### src/rtl/aldff_load_pkg.sv
// Shared types and constants for the ALDFF async-load sequencer.
package aldff_load_pkg;

  typedef enum logic [1:0] {
    IDLE    = 2'd0,
    SETUP   = 2'd1,
    LOAD    = 2'd2,
    RELEASE = 2'd3
  } state_t;

  localparam int HOLD_MAX = 255;

  function automatic int cnt_width(input int hold);
    return (hold < 1) ? 1 : $clog2(hold + 1);
  endfunction

endpackage

### src/rtl/aldff_hold_cnt.sv
// Loadable down-counter for the L-high phase; saturates at zero.
module aldff_hold_cnt #(
  parameter int W = 2
) (
  input  logic         C,
  input  logic         R,
  input  logic         load,
  input  logic         dec,
  input  logic [W-1:0] load_val,
  output logic         zero
);

  logic [W-1:0] cnt;

  always_ff @(posedge C) begin
    if (R)
      cnt <= '0;
    else if (load)
      cnt <= load_val;
    else if (dec && (cnt != '0))
      cnt <= cnt - W'(1);
  end

  assign zero = (cnt == '0);

endmodule

### src/rtl/aldff_load_seq.sv
// Sequencer for the C/L/AD/E pins of an ALDFF register bank.
// Optional readback compare of Q against AD: define ALDFF_LOAD_CHECK_EN.
//
//   state   | meaning
//   IDLE    | E follows run_en, waiting for a load request
//   SETUP   | AD presented, L low, E gated
//   LOAD    | L high for HOLD cycles
//   RELEASE | L low again; done and return to IDLE next edge
module aldff_load_seq
  import aldff_load_pkg::*;
#(
  parameter int WIDTH = 7,
  parameter int HOLD  = 2
) (
  input  logic             C,
  input  logic             R,
  input  logic             req_valid,
  output logic             req_ready,
  input  logic [WIDTH-1:0] req_ad,
  input  logic             run_en,
  output logic             L,
  output logic [WIDTH-1:0] AD,
  output logic             E,
  output logic             busy,
  output logic             done
`ifdef ALDFF_LOAD_CHECK_EN
  ,
  input  logic [WIDTH-1:0] Q,
  output logic             mismatch
`endif
);

  localparam int CW = cnt_width(HOLD);
  localparam logic [CW-1:0] LOAD_VAL = CW'(HOLD - 1);

  generate
    if (HOLD < 1 || HOLD > HOLD_MAX) begin : g_bad_hold
      $error("aldff_load_seq: HOLD out of range 1..255");
    end
  endgenerate

  state_t state;
  logic   cnt_zero;
  logic   accept;

  assign req_ready = (state == IDLE) && !R;
  assign accept    = req_valid && req_ready;

  aldff_hold_cnt #(.W(CW)) u_hold_cnt (
    .C        (C),
    .R        (R),
    .load     (state == SETUP),
    .dec      (state == LOAD),
    .load_val (LOAD_VAL),
    .zero     (cnt_zero)
  );

  always_ff @(posedge C) begin
    if (R) begin
      state <= IDLE;
      L     <= 1'b0;
      AD    <= '0;
      E     <= 1'b0;
      busy  <= 1'b0;
      done  <= 1'b0;
    end else begin
      done <= 1'b0;
      case (state)
        IDLE: begin
          E <= run_en;
          if (accept) begin
            AD    <= req_ad;
            E     <= 1'b0;
            busy  <= 1'b1;
            state <= SETUP;
          end
        end
        SETUP: begin
          L     <= 1'b1;
          state <= LOAD;
        end
        LOAD: begin
          if (cnt_zero) begin
            L     <= 1'b0;
            state <= RELEASE;
          end
        end
        RELEASE: begin
          done  <= 1'b1;
          busy  <= 1'b0;
          state <= IDLE;
        end
        default: state <= IDLE;
      endcase
    end
  end

`ifdef ALDFF_LOAD_CHECK_EN
  // Sticky until the next accept so software can read it after done.
  always_ff @(posedge C) begin
    if (R)
      mismatch <= 1'b0;
    else if (accept)
      mismatch <= 1'b0;
    else if ((state == RELEASE) && (Q != AD))
      mismatch <= 1'b1;
  end
`endif

endmodule

### config.mk
export PLATFORM = sky130hd
export DESIGN_NAME = aldff_load_seq
export DESIGN_NICKNAME = d
export VERILOG_FILES = /design/src/rtl/aldff_load_pkg.sv /design/src/rtl/aldff_hold_cnt.sv /design/src/rtl/aldff_load_seq.sv
export SDC_FILE = /design/constraint.sdc
export NUM_CORES = 1
export LEC_CHECK = 0
export ABC_AREA = 0
export BUFFER_PORTS_ARGS = -buffer_cell sky130_fd_sc_hd__buf_2
export CORE_MARGIN = 3
export CORE_UTILIZATION = 30
export DETAILED_ROUTE_END_ITERATION = 10
export PLACE_DENSITY = 0.5
export SYNTH_ARGS = -nofsm -noshare
export SYNTH_HDL_FRONTEND = slang
export SYNTH_SLANG_ARGS = --single-unit
### constraint.sdc
create_clock -name C -period 1.6 [get_ports C]
set_input_delay 0.16 -clock C [delete_from_list [all_inputs] [get_ports C]]
set_output_delay 0.16 -clock C [all_outputs]
set_load 0.02 [all_outputs]
==> flow_summary_export.csv, run 1 <==
group,metric,value,unit
setup_path,rr_startpoint,"state[0]$_SDFFE_PP0P_",
cts,clk-insertion-delay-late,0.28,ns
routing,totalWireLength,1360,um
setup_path,crit_path_start,"state[0]$_SDFFE_PP0P_",
setup_path,critical_path.n_buffers_inverters,2,
placed_design,dpl-instance-area,801,sq um
hold_path,start_point_of_the_worst_min_delay_path,"run_en",
cells_and_area,area.growth.synth_to_final,24.9,%
yosys,netlist_area,663,sq um
setup_path,max_fanout_on_critical_path,5,
cts,clock_sinks,15,
grt,groute.usage.overall,11.0,%
cells_and_area,proportion_of_layout_cells_with_a_drive_suffix_above_1,31.3,%
placed_design,dp.final_hpwl,1020,um
setup_path,timing.critical_path.max_delay_family,"flip-flops",
grt,antenna_found_initial,0,
sta,number_of_endpoints_failing_setup_at_the_final_stage,0,
yosys,yosysWarnings,0,
cts,tritoncts,"done",
placed_design,placer_s_final_routability_congestion_estimate,0.622,
routing,drt_first_iter_violations,14,
sta,report.final.slew_viol_count,0,
setup_path,worst-endpoint-required,1.44,ns
sta,max-slew-margin-rel,80.2,%
setup_path,timing.critical_path.to_type,"primary output",
cells_and_area,finalCoreUtilization,41.0,%
sta,worst_clock_skew,0.00728,ns
setup_path,timing.critical_path.cells,"inv_1 -> ha_1 -> nor2b_1 -> buf_2",
pwr,power.sequential.fraction,39.0,%
pwr,pwr-share-clk,17.0,%
yosys,seq_area_frac_synth,45.3,%
pwr,power.net_switching,519,uW
setup_path,critPathArrivalTime,1.32,ns
setup_path,start_kind,"register",
floorplan,design.portCount,23,
cells_and_area,nFillCells,208,
yosys,synth.ff_latch_count,15,
floorplan,initial_core_util,32.8,%
grt,grt_start_max_net_pins,16,
floorplan,die_area,0.00281,sq mm
sta,timing.final.hold_violations,0,
setup_path,critical-path-max-stage-delay,0.37,ns
hold_path,timing.hold.worst.class,"primary input to register",
sta,post-route-min-period,1.48,ns
sta,max_freq,677,MHz
sta,rsz0062_at_grt,"false",
cts,cts_buffer_count,3,
cts,root_buffer,"sky130_fd_sc_hd__clkbuf_4",
cts,cts_setup_buffers,0,
sta,max_slew.worst_pin.slew,0.293,ns
grt,via_count_of_the_first_global_routing_pass,529,
routing,final_antenna_net_count,0,
yosys,syn_area_per_cell,8.84,sq um
pwr,switching_share,39.6,%
cts,ctsHoldBuffers,0,
hold_path,min_to,"E$_SDFFE_PP0N_",
floorplan,floorplan.die.height,53.0,um
floorplan,core_box_area,0.00202,sq mm
pwr,power_density_of_the_placed_cells,1580,mW/mm^2
pwr,power_frac_comb,44.0,%
hold_path,hold-path-cell-count,3,
setup_path,critical-path-slowest-cell,"sky130_fd_sc_hd__dfxtp_1",
pwr,leakage,0.381,nW
routing,drc,0,
setup_path,crit-reg2reg-capture,"AD[2]$_SDFFE_PP0P_",
grt,gr-total-overflow,0,
placed_design,port-buffer-count,22,
cells_and_area,sequential_cell_area,300,sq um
yosys,ys_types,21,
cells_and_area,post-route-cell-area,828,sq um
routing,route.detailed.vias_per_inst,4.52,
setup_path,setup.worst_path.class,"register to primary output",
sta,timing.final.crit_share,92.4,%
cells_and_area,multi_input_gate_area_in_the_final_layout,323,sq um
floorplan,core.rowCount,16,
routing,dr.pass1.iters,4,
cts,max-clock-path-buffers,2,
cts,resize_count_post_cts,0,
yosys,synthesis.nets,92,
cts,ctsHtreeMaxLevel,1,
setup_path,timing.reg2reg.worst_path_depth,6,
pwr,cell_internal_pwr,790,uW
yosys,post_synth_inst_count,75,
cts,clk_transition_reported_paths,0.10,ns
floorplan,die-width,53.0,um
setup_path,reg2reg_setup_slack,0.20,ns
outcome,outcome,"completed",
grt,first_pass_grt_wire_length,2280,um
sta,setup-tns-final,0,ns
cells_and_area,design.final.nets,117,
routing,via_count,569,
pwr,power.ir.vdd_worst,0.554,mV
routing,routedWlPerCell,10.8,um
cells_and_area,insertedDiodeCount,0,
flow_run,cap_viol_max_count,0,
==> cell usage after synthesis (all sizes together) <==
| cell | number | area (sq um) |
|---|---|---|
| o41ai | 1 | 8.76 |
| inv | 7 | 26.3 |
| o21a | 1 | 7.51 |
| nand2 | 9 | 33.8 |
| nand3 | 8 | 40.0 |
| a2111oi | 1 | 15.0 |
| dfxtp | 15 | 300 |
| ha | 6 | 75.1 |
| and2b | 2 | 17.5 |
| nor2b | 3 | 21.3 |
| nor2 | 4 | 17.5 |
| a21oi | 10 | 50.1 |
| o311a | 1 | 10.0 |
| o211ai | 1 | 7.51 |
| clkbuf | 1 | 3.75 |
| o21ai | 2 | 10.0 |
| xnor2 | 1 | 8.76 |
| buf | 2 | 10.0 |
==> area by class of cell <==
class,instances,share of cell area (%)
Sequential cell,15,36.3
Clock inverter,1,0.604
Inverter,7,3.17
Tap cell,27,4.08
Multi-Input combinational cell,50,39.0
Timing Repair Buffer,23,14.2
Clock buffer,3,2.72
==> flip-flops by register name (all words and copies together), names as in the netlist <==
register / flops
AD: 7
state: 2
u_hold_cnt.cnt: 2
E: 1
L: 1
busy: 1
done: 1
==> metrics by stage <==
step                std cells  worst slack, ns  hold slack, ns  power [mW]
floorplan                  75            0.337           0.229       0.938
global placement          122            0.274           0.389        1.10
detailed placement        122            0.213           0.400        1.10
CTS                       126            0.107          0.0944        1.33
global route              126           0.0196          0.0915        1.43
finish                    126            0.122           0.102        1.31
==> metal layers <==
metal / global-route usage (%) / routed length, um
met5: 0 / 0
met2: 15.9 / 611
met4: 5.11 / 0
met3: 2.54 / 84
met1: 15.1 / 664
==> cell usage in the layout (no fill, tap or decap), drive strengths merged <==
master   instances
a2111oi          1
inv              7
clkinv           1
o21a             1
o21ai            2
a21oi           10
o311a            1
and2b            2
nand3            8
clkbuf           3
buf             23
xnor2            1
nand2            9
o41ai            1
dfxtp           15
nor2b            3
nor2             4
o211ai           1
ha               6
==> power by group through the flow <==
| stage | Sequential, mW | Clock [mW] | Combinational [mW] |
|---|---|---|---|
| 6_report | 0.510 | 0.223 | 0.577 |
| 3_5_place_dp | 0.521 | 0 | 0.582 |
| 2_1_floorplan | 0.584 | 0 | 0.354 |
| 4_1_cts | 0.513 | 0.234 | 0.585 |
| 3_3_place_gp | 0.518 | 0 | 0.577 |
| 5_1_grt | 0.524 | 0.246 | 0.662 |
==> cell families after synthesis <==
logic type | after synthesis | synth area share, %
AND/OR/NAND/NOR | 26 | 19.6
flip-flops | 15 | 45.3
XOR/XNOR | 1 | 1.32
adder cells (fa/ha/maj) | 6 | 11.3
AO/OA/AOI/OAI | 17 | 16.4
buffers and inverters | 10 | 6.04
==> tightest hold or removal path: cells and delay by family <==
family,cells,cell delay [ns]
simple gates,1,0.07
compound gates,1,0.05
buf+inv,1,0.08
==> worst max-delay path by stage <==
stage / end / depth (start not counted) / slack, ns
after CTS: req_ready / 4 / 0.11
after global routing: AD[2]$_SDFFE_PP0P_ / 6 / 0.02
after detailed placement: state[1]$_SDFFE_PP0P_ / 4 / 0.21
after global placement: AD[6]$_SDFFE_PP0P_ / 6 / 0.27
final: req_ready / 4 / 0.12
after floorplan: req_ready / 4 / 0.34
(Power assumes the default switching activity.)
==> run 2, diff against run 1 <==
--- a/config.mk
+++ b/config.mk
@@ -11,6 +11,7 @@
 export CORE_UTILIZATION = 30
 export DETAILED_ROUTE_END_ITERATION = 10
 export PLACE_DENSITY = 0.5
+export RECOVER_POWER = 100
 export SYNTH_ARGS = -nofsm -noshare
 export SYNTH_HDL_FRONTEND = slang
 export SYNTH_SLANG_ARGS = --single-unit
==> run 2 against run 1 <==
Effect of this change: final cell count unchanged; critical path depth unchanged; register-to-register slack got worse by 0.05 ns; sequential share of layout area increased by 1.0 points; count of clock-buffer cells in the layout did not move; critical endpoint unchanged; largest power group unchanged.
==> flow_summary_export.csv, run 2 (same netlist as run 1, synthesis figures left out) <==
group,metric,value,unit
cts,ctsHoldBuffers,0,
cts,clk-insertion-delay-late,0.28,ns
hold_path,timing.hold.worst.class,"primary input to register",
cts,root_buffer,"sky130_fd_sc_hd__clkbuf_4",
grt,via_count_of_the_first_global_routing_pass,529,
setup_path,timing.critical_path.to_type,"primary output",
placed_design,dpl-instance-area,801,sq um
cells_and_area,area.growth.synth_to_final,21.5,%
cells_and_area,largest_register,"AD",
setup_path,critical-path-slowest-cell,"sky130_fd_sc_hd__dfxtp_1",
routing,drt_first_iter_violations,3,
cells_and_area,design.final.nets,117,
routing,dr.pass1.iters,4,
hold_path,start_point_of_the_worst_min_delay_path,"run_en",
placed_design,dp.final_hpwl,1020,um
routing,totalWireLength,1380,um
sta,max_slew.worst_pin.slew,0.304,ns
placed_design,placer_s_final_routability_congestion_estimate,0.622,
grt,grt_start_max_net_pins,16,
cells_and_area,final-instance-count-excl-fill,126,
sta,worst_clock_skew,0.00912,ns
setup_path,setup.worst_path.class,"register to primary output",
grt,first_pass_grt_wire_length,2280,um
cells_and_area,nFillCells,215,
cells_and_area,proportion_of_layout_cells_with_a_drive_suffix_above_1,18.2,%
setup_path,start_kind,"register",
flow_run,cap_viol_max_count,0,
cts,resize_count_post_cts,0,
cells_and_area,largest_register_ffs,7,
placed_design,port-buffer-count,22,
cts,clock_sinks,15,
floorplan,floorplan.die.height,53.0,um
sta,finalWorstSetupSlack,0.123,ns
routing,routedWlPerCell,11.0,um
cells_and_area,final_cell_mix,"15 x sky130_fd_sc_hd__dfxtp_1, 11 x sky130_fd_sc_hd__clkbuf_1, 10 x sky130_fd_sc_hd__a21oi_1, 10 x sky130_fd_sc_hd__buf_2, 9 x sky130_fd_sc_hd__nand2_1",
routing,route.detailed.vias_per_inst,4.56,
grt,groute.usage.overall,11.0,%
pwr,leakage,0.339,nW
routing,drc,0,
cells_and_area,largest_registers,"AD x7, state x2, u_hold_cnt.cnt x2",
outcome,outcome,"completed",
sta,max_freq,677,MHz
setup_path,worst-endpoint-required,1.44,ns
cells_and_area,post-route-cell-area,806,sq um
floorplan,die_area,0.00281,sq mm
sta,max-slew-margin-rel,79.2,%
cts,cts_buffer_count,3,
grt,antenna_found_initial,0,
setup_path,timing.critical_path.cells,"inv_1 -> ha_1 -> nor2b_1 -> clkbuf_2",
cells_and_area,layout_commonest_cell,"sky130_fd_sc_hd__dfxtp_1",
sta,timing.final.crit_share,92.3,%
routing,via_count,574,
setup_path,rr_startpoint,"state[0]$_SDFFE_PP0P_",
floorplan,core_box_area,0.00202,sq mm
cts,cts_setup_buffers,0,
pwr,power.ir.vdd_worst,0.552,mV
cts,ctsHtreeMaxLevel,1,
cts,clk_transition_reported_paths,0.10,ns
setup_path,critPathArrivalTime,1.32,ns
sta,timing.final.hold_violations,0,
floorplan,design.portCount,23,
sta,hold-worst-slack,0.100,ns
cells_and_area,insertedDiodeCount,0,
sta,report.final.slew_viol_count,0,
sta,post-route-min-period,1.48,ns
placed_design,dp_worst_setup_slack,0.213,ns
routing,final_antenna_net_count,0,
setup_path,crit_path_start,"state[0]$_SDFFE_PP0P_",
pwr,power_density_of_the_placed_cells,1590,mW/mm^2
sta,rsz0062_at_grt,"false",
cts,tritoncts,"done",
cells_and_area,sequential_cell_area,300,sq um
placed_design,numPlacedInstances,122,
floorplan,initial_core_util,32.8,%
setup_path,critical-path-max-stage-delay,0.37,ns
setup_path,max_fanout_on_critical_path,5,
cts,max-clock-path-buffers,2,
grt,gr-total-overflow,0,
floorplan,die-width,53.0,um
sta,number_of_endpoints_failing_setup_at_the_final_stage,0,
floorplan,core.rowCount,16,
sta,setup-tns-final,0,ns
cells_and_area,multi_input_gate_area_in_the_final_layout,314,sq um
run 2: cell count changes in the layout (fill, tap and decap cells not counted):
| cell | previous run | this run |
|---|---|---|
| sky130_fd_sc_hd__buf_2 | 22 | 10 |
| sky130_fd_sc_hd__and2b_4 | 1 | 0 |
| sky130_fd_sc_hd__a2111oi_0 | 0 | 1 |
| sky130_fd_sc_hd__a2111oi_2 | 1 | 0 |
| sky130_fd_sc_hd__and2b_1 | 1 | 2 |
| sky130_fd_sc_hd__clkbuf_1 | 0 | 11 |
| sky130_fd_sc_hd__clkbuf_2 | 0 | 1 |
run 2: through the flow:
| step | power, mW | util, % |
|---|---|---|
| after global placement | 1.10 | 39.6 |
| final | 1.28 | 39.9 |
| after floorplan | 0.938 | - |
| after global routing | 1.40 | 39.9 |
| after CTS | 1.33 | 41.0 |
| after detailed placement | 1.10 | 39.6 |
run 2: worst max-delay path, delay by kind of cell, from the launching register on:
family        cells  cell delay, ns
flops             1            0.37
buf+inv           2            0.26
fa+ha+maj         1            0.26
simple gates      1            0.14
run 2: final cells by class:
class | instances | area share [%]
multi-input cells | 50 | 39.0
inverters | 7 | 3.26
repair buffers | 23 | 12.9
well taps | 27 | 4.19
clock inverters | 1 | 0.621
clock buffers | 3 | 2.80
flip-flops and latches | 15 | 37.3
run 2: final timing paths:
kind                            depth (start not counted)  slack, ns                              to
worst max-delay path                                    4       0.12                       req_ready
worst max register to register                          4       0.15  u_hold_cnt.cnt[1]$_SDFFE_PP0P_
worst min-delay path                                    3       0.10                  E$_SDFFE_PP0N_
worst min register to register                          2       0.46              AD[1]$_SDFFE_PP0P_
run 2: report_power, final:
part,leakage (nW),switching [mW],total [mW],internal [mW]
sequential,0.123,0.0475,0.511,0.464
clock,0.0177,0.129,0.222,0.0927
combinational,0.198,0.339,0.549,0.210
total,0.339,0.515,1.28,0.767
run 2: routing by layer:
metal	wire length [um]	track usage (%)	vias to the layer above
met3	97	2.54	0
met2	597	15.9	18
met5	0	0	-
met4	0	5.11	0
met1	690	15.1	256
li1	-	-	300
